==> src/rtl/iter_mantissa_multiplier.sv <==
// Iterative shift-add unsigned mantissa multiplier: STEP multiplier bits retired per cycle, 2*WIDTH-bit product.
// Optional MULT_EARLY_EXIT_EN: finish as soon as the remaining multiplier bits are all zero.
module iter_mantissa_multiplier #(
  parameter int WIDTH = 24,
  parameter int STEP  = 1
) (
  input  logic                 clk,
  input  logic                 rst,
  input  logic                 in_valid,
  output logic                 in_ready,
  input  logic [WIDTH-1:0]     a,
  input  logic [WIDTH-1:0]     b,
  output logic                 out_valid,
  input  logic                 out_ready,
  output logic [2*WIDTH-1:0]   result,
  output logic                 busy
);

  localparam int L     = WIDTH / STEP;
  localparam int PW    = 2 * WIDTH;
  localparam int CNT_W = $clog2(L + 1);

  generate
    if (WIDTH < 2 || STEP < 1 || (WIDTH % STEP) != 0) begin : g_bad_param
      $error("iter_mantissa_multiplier: WIDTH must be >= 2 and a multiple of STEP");
    end
  endgenerate

  typedef enum logic [1:0] {IDLE, BUSY, DONE} state_t;

  state_t             state_q;
  logic [PW-1:0]      a_sh_q;
  logic [PW-1:0]      acc_q;
  logic [PW-1:0]      result_q;
  logic [WIDTH-1:0]   b_q;
  logic [CNT_W-1:0]   cnt_q;
  logic               out_valid_q;
  logic               busy_q;

  logic [PW-1:0]      pp;
  logic [PW-1:0]      acc_d;
  logic [WIDTH-1:0]   b_d;
  logic               last_iter;
  logic               accept;

  // The multiplicand is kept pre-shifted, so the partial product is already aligned to acc.
  always_comb begin
    pp    = a_sh_q * PW'(b_q[STEP-1:0]);
    acc_d = acc_q + pp;
    b_d   = b_q >> STEP;
`ifdef MULT_EARLY_EXIT_EN
    last_iter = (cnt_q == CNT_W'(L - 1)) || (b_d == '0);
`else
    last_iter = (cnt_q == CNT_W'(L - 1));
`endif
  end

  // out_ready feeds in_ready combinationally in DONE so a retiring result can admit the next pair.
  assign in_ready  = (state_q == IDLE) || ((state_q == DONE) && out_ready);
  assign accept    = in_valid && in_ready;
  assign out_valid = out_valid_q;
  assign result    = result_q;
  assign busy      = busy_q;

  always_ff @(posedge clk or posedge rst) begin
    if (rst) begin
      state_q     <= IDLE;
      a_sh_q      <= '0;
      acc_q       <= '0;
      result_q    <= '0;
      b_q         <= '0;
      cnt_q       <= '0;
      out_valid_q <= 1'b0;
      busy_q      <= 1'b0;
    end else begin
      case (state_q)
        IDLE: begin
          if (accept) begin
            a_sh_q  <= PW'(a);
            b_q     <= b;
            acc_q   <= '0;
            cnt_q   <= '0;
            busy_q  <= 1'b1;
            state_q <= BUSY;
          end
        end
        BUSY: begin
          acc_q  <= acc_d;
          a_sh_q <= a_sh_q << STEP;
          b_q    <= b_d;
          cnt_q  <= cnt_q + CNT_W'(1);
          if (last_iter) begin
            result_q    <= acc_d;
            out_valid_q <= 1'b1;
            busy_q      <= 1'b0;
            state_q     <= DONE;
          end
        end
        DONE: begin
          if (out_ready) begin
            out_valid_q <= 1'b0;
            if (accept) begin
              a_sh_q  <= PW'(a);
              b_q     <= b;
              acc_q   <= '0;
              cnt_q   <= '0;
              busy_q  <= 1'b1;
              state_q <= BUSY;
            end else begin
              state_q <= IDLE;
            end
          end
        end
        default: state_q <= IDLE;
      endcase
    end
  end

endmodule

==> config.mk <==
export PLATFORM = sky130hd
export DESIGN_NAME = iter_mantissa_multiplier
export DESIGN_NICKNAME = d
export VERILOG_FILES = /design/src/rtl/iter_mantissa_multiplier.sv
export SDC_FILE = /design/constraint.sdc
export NUM_CORES = 1
export LEC_CHECK = 0
export ABC_AREA = 1
export CAP_MARGIN = 20
export CORE_AREA = 4 4 157 159
export DETAILED_ROUTE_END_ITERATION = 8
export DIE_AREA = 0 0 161 163
export PLACE_DENSITY = 0.8
export SLEW_MARGIN = 20
export SYNTH_ARGS = -nofsm -noshare
export SYNTH_HDL_FRONTEND = slang
export SYNTH_SLANG_ARGS = --single-unit
==> constraint.sdc <==
create_clock -name clk -period 6.25 [get_ports clk]
set_input_delay 0.9375 -clock clk [delete_from_list [all_inputs] [get_ports clk]]
set_output_delay 0.9375 -clock clk [all_outputs]
set_load 0.005 [all_outputs]
After elaboration in Yosys (flattened, before gate mapping)
Cells that the tools add are included.
{ "totals": {"n_memories": 0, "rom_bits": 0, "latch_bits": 0, "out_inout_bits": 51, "ram_bits": 0, "input_bits": 52, "wordCells": 52, "ff_bits": 177} }
{ "classes": {"bitwise_logic": 0, "n_reduce_logical": 11, "order_cmp": 0, "n_div": 0, "muxes": 24, "addsub": 2, "n_mul": 1, "n_shift": 0, "eq_ne": 6} }
{ "op_table": {"columns": ["operator", "count"], "rows": [
  ["$pmux W48 S3", 2],
  ["$mux W48", 4],
  ["$pmux W24 S3", 1],
  ["$add A48 B48 Y48", 1],
  ["$mul A48 B1 Y48", 1],
  ["$mux W24", 2],
  ["$pmux W5 S3", 1],
  ["$mux W5", 2],
  ["$reduce_and A3 Y1", 3],
  ["$mux W1", 6],
  ["$mux W2", 3],
  ["$ne A2 B2 Y1 const B", 3],
  ["$pmux W2 S3", 1],
  ["$add A5 B1 Y5 const B", 1],
  ["$eq A5 B5 Y1 const B", 1],
  ["$reduce_and A2 Y1", 2],
  ["$pmux W1 S3", 1],
  ["$reduce_bool A3 Y1", 1],
  ["$eq A2 B1 Y1 const B", 1],
  ["$eq A2 B2 Y1 const B", 1],
  ["$logic_and A1 B1 Y1", 2],
  ["$logic_not A2 Y1", 1],
  ["$pmux W1 S2", 1],
  ["$reduce_bool A2 Y1", 1],
  ["$logic_or A1 B1 Y1", 1]
]} }

Logic depth before layout (Yosys ltp)
{ "logic_depth": {"word_depth": 7, "ltp_mapped": 17} }

Worst setup path after synthesis
OpenSTA, ideal clock, no wires.
{ "synth_timing": {"path_type": "register -> register", "from": "register b_q[0]", "to": "register acc_q[32]", "synth_period_minus_slack_ns": 2.251, "setup_ns": 0.118, "arrival_time_ns": 2.133, "required_time_ns": 6.132, "n_path_buf": 1, "path_stages_with_launch": 16, "setup_slack_ns": 3.999, "cell_sequence": "dfrtp_1 -> clkbuf_1 -> nand2_1 -> inv_1 -> ha_1 -> fa_1 -> nand3_1 -> nand3_1 -> nand2_1 -> nand2_1 -> nand2_1 -> nand3_2 -> nand2_1 -> nand3_1 -> nand3_1 -> nand2_1"} }
{ "synth_via": {"elab_chain_len": 3} }
{ "synth_lines": {"columns": ["element", "line", "text"], "rows": [
  ["from (decl)", "35", "logic [WIDTH-1:0] b_q;"],
  ["from (signal assigned)", "71", "b_q <= '0;"],
  ["from (signal assigned)", "80", "b_q <= b;"],
  ["from (signal assigned)", "90", "b_q <= b_d;"],
  ["$mul A48 B1 Y48", "48", "pp = a_sh_q * PW'(b_q[STEP-1:0]);"],
  ["$add A48 B48 Y48", "49", "acc_d = acc_q + pp;"],
  ["$pmux W48 S3", "76", "case (state_q)"],
  ["to (signal assigned)", "69", "acc_q <= '0;"],
  ["to (signal assigned)", "81", "acc_q <= '0;"],
  ["to (signal assigned)", "88", "acc_q <= acc_d;"],
  ["to (decl)", "33", "logic [PW-1:0] acc_q;"]
]} }
No other way between the ends.
A chain may end at the register's enable or synchronous reset.

Worst setup path in the final report
{ "layout_timing": {"from": "register cnt_q[0]", "to": "register result_q[2], in the netlist result[2]"} }
{ "layout_via": {"elab_chain_len": 2} }
{ "layout_lines": {"columns": ["element", "line", "text"], "rows": [
  ["from (decl)", "36", "logic [CNT_W-1:0] cnt_q;"],
  ["from (signal assigned)", "91", "cnt_q <= cnt_q + CNT_W'(1);"],
  ["$eq A5 B5 Y1", "54", "last_iter = (cnt_q == CNT_W'(L - 1));"],
  ["$reduce_and A2 Y1 (no line)", null, null],
  ["to (signal assigned)", "70", "result_q <= '0;"],
  ["to (signal assigned)", "93", "result_q <= acc_d;"],
  ["to (decl)", "34", "logic [PW-1:0] result_q;"]
]} }
No other way between the ends.

==> flow_summary_export.csv <==
group,metric,value,unit
critical_path,start_kind,"register",
timing,setup_tns,0,ps
timing,finalHoldViolCount,0,
critical_path,critPathMaxFanout,68,
timing,rsz0062_at_grt,"no",
detailed_routing,drt-total-wl,31900,um
pwr,leakage,7.37,nW
timing,period_minus_slack,3260,ps
clock_tree,clk_pin_slew,90,ps
yosys,yosysSeqAreaShare,0.386,
critical_path,path_class,"register to register",
clock_tree,clock-root-buffer,"clkbuf_16",
clock_tree,cts-buffers-inserted,17,
yosys,syn_avg_cell_area,6.83,sq um
timing,setup_viol,0,
place,port_buffers,102,
cells_and_area,final_util,0.573,
cells_and_area,area_growth,16.1,%
timing,finalCritPeriodShare,0.522,
global_route,grt_pass1_wl,52500,um
run_status,status,"complete, no violations",
yosys,synth_edf_count,0,
clock_tree,clkLatencyLatePin,450,ps
detailed_routing,wl_per_cell,15.3,um
timing,worst_slack,2990,ps
clock_tree,cts_resized,0,
yosys,synth_top_cell_by_area,"dfrtp_1",
cells_and_area,fin_nets,1861,
global_route,first_global_vias,10200,
critical_path,cp.arrival,3600,ps
min_path,hold_class,"register to register",
timing,slew_viol_final,0,
timing,max_freq,306,MHz
clock_tree,htree_levels,4,
yosys,synth_seq_cells,177,
floorplan,die_w,161,um
timing,maxSlewHeadroom,0.343,
global_route,antenna_found_initial,0,
timing,finClkSkew,10.2,ps
critical_path,end_kind,"register",
floorplan,pin_count,103,
yosys,yosys_warnings,0,
pwr,ir_worst_vdd,489,uV
cells_and_area,final_layout_size_suffix_gt1_frac,0.0570,
clock_tree,cts_max_path_buffers,2,
yosys,synth.most_common_cell,"nand2_1",
global_route,overflow,0,
pwr,p_total,6.85,mW
detailed_routing,vias,10500,
detailed_routing,drc,0,
yosys,synth_common_cells,"668 x nand2_1, 321 x inv_1, 177 x dfrtp_1, 93 x nand3_1, 71 x nor2_1",
yosys,syn-num-nets,1779,
yosys,synth_area,11500,sq um
clock_tree,cts_tree,"done",
flow_run,cap_violations,0,
pwr,p_per_area,514,nW/um^2
yosys,synth.area.top_cells,"dfrtp_1 39%, nand2_1 22%, inv_1 11%",
global_route,grt_usage,0.251,
clock_tree,cts_sinks,177,
timing,tightest_slew,986,ps
detailed_routing,drtAntennaViolNets,0,
clock_tree,postCtsSetupBuffers,0,
yosys,synthCells,1678,
cells_and_area,ff_latch_area,4430,sq um
critical_path,cp.required,6590,ps
floorplan,rows,56,
floorplan,core_area,23300,sq um
cells_and_area,multi_input_area,5550,sq um
detailed_routing,dr.pass1.iters,6,
floorplan,start_util,0.493,
floorplan,die_area,26200,sq um
place,pre_cts_ws,2640,ps
global_route,grt_max_degree,96,
place,gp_congestion,0.931,
yosys,synth_flop_cell,"dfrtp_1",
place,dp_hpwl,24100,um
detailed_routing,viasPerCell,5.00,
cells_and_area,diodes,0,
clock_tree,hold_buffers,0,
yosys,synth_top_area_share,0.386,
yosys,synth_cell_type_count,44,
cells_and_area,fillers,2264,
detailed_routing,drt_iter0_markers,762,
floorplan,die_h,163,um
yosys,ys_async_sr_fraction,1.00,
[registers in the layout, indices dropped and copies added (netlist names)]
register and cells:
busy 1, acc_q 48, b_q 24, cnt_q 5, out_valid 1, result 48, a_sh_q 48, state_q 2
[cells in the final DEF, fill, tap and decap left out, drive strengths merged, types with 2 or more instances in the layout]
cell type / synthesis / layout
clkbuf: 22 / 17
a22oi: 22 / 22
inv: 327 / 335
nand3b: 7 / 7
nand2: 686 / 686
clkinv: 0 / 7
dfrtp: 177 / 177
o21bai: 2 / 2
xor2: 4 / 4
o21ai: 43 / 43
a21oi: 28 / 28
ha: 48 / 48
nor3: 6 / 6
or2: 6 / 6
xnor2: 16 / 16
nand3: 98 / 98
o221ai: 23 / 23
o22ai: 23 / 23
clkdlybuf4s50: 0 / 102
a21o: 2 / 2
nand4: 10 / 10
nor2: 97 / 97
buf: 24 / 7
[report_power, final]
part	internal, mW	switching (mW)	leakage, nW	total, mW
logic	1.37	2.32	4.82	3.69
registers	1.70	0.311	2.25	2.01
clock network	0.560	0.587	0.306	1.15
[metrics by stage]
stage | cell area (sq um) | hold slack (ps) | std cells
6_report | 13300 | 478 | 2092
5_1_grt | 13300 | 500 | 2092
4_1_cts | 13300 | 486 | 2092
3_5_place_dp | 12700 | 465 | 2060
3_3_place_gp | 12700 | 463 | 2060
2_1_floorplan | 11500 | 446 | 1678
[worst paths after layout]
kind,start,depth (start not counted),slack (ps),to
max,cnt_q[0],7,2990,result[2]
min,result[24],2,480,result[24]
max reg2reg,cnt_q[0],7,2990,result[2]
min reg2reg,result[24],2,480,result[24]
max in group asynchronous,rst,3,4050,acc_q[15]
min in group asynchronous,rst,2,1040,result[47]
[cell type report]
class	count	area share
inverter	327	0.0926
clock buffer	17	0.0319
tap	319	0.0300
multi-input combinational	1128	0.416
sequential	177	0.333
timing repair buffer	109	0.0806
clock inverter	15	0.0159
[worst max-delay path: stages (launching register included)]
cell	delay, ps
dfrtp_1	400
ha_1	170
nand2_1	80
nor2_1	120
nand2_1	140
nor2_4	710
clkinv_2	1030
o21ai_0	460
[layer usage]
metal	track usage	vias to the layer above	wire [um]
met5	0	-	0
met1	0.351	4819	15100
li1	-	5319	-
met4	0.0671	0	657
met2	0.410	278	14400
met3	0.0410	42	1840
[kinds of logic (layout without fill, tap and decap cells)]
group / Yosys count / count (layout) / share of synthesized area
simple gates: 910 / 910 / 0.332
buf+inv: 373 / 468 / 0.130
flops: 177 / 177 / 0.386
compound gates: 149 / 149 / 0.0827
fa+ha+maj: 49 / 49 / 0.0541
xor+xnor: 20 / 20 / 0.0153
(Power assumes the default switching activity.)
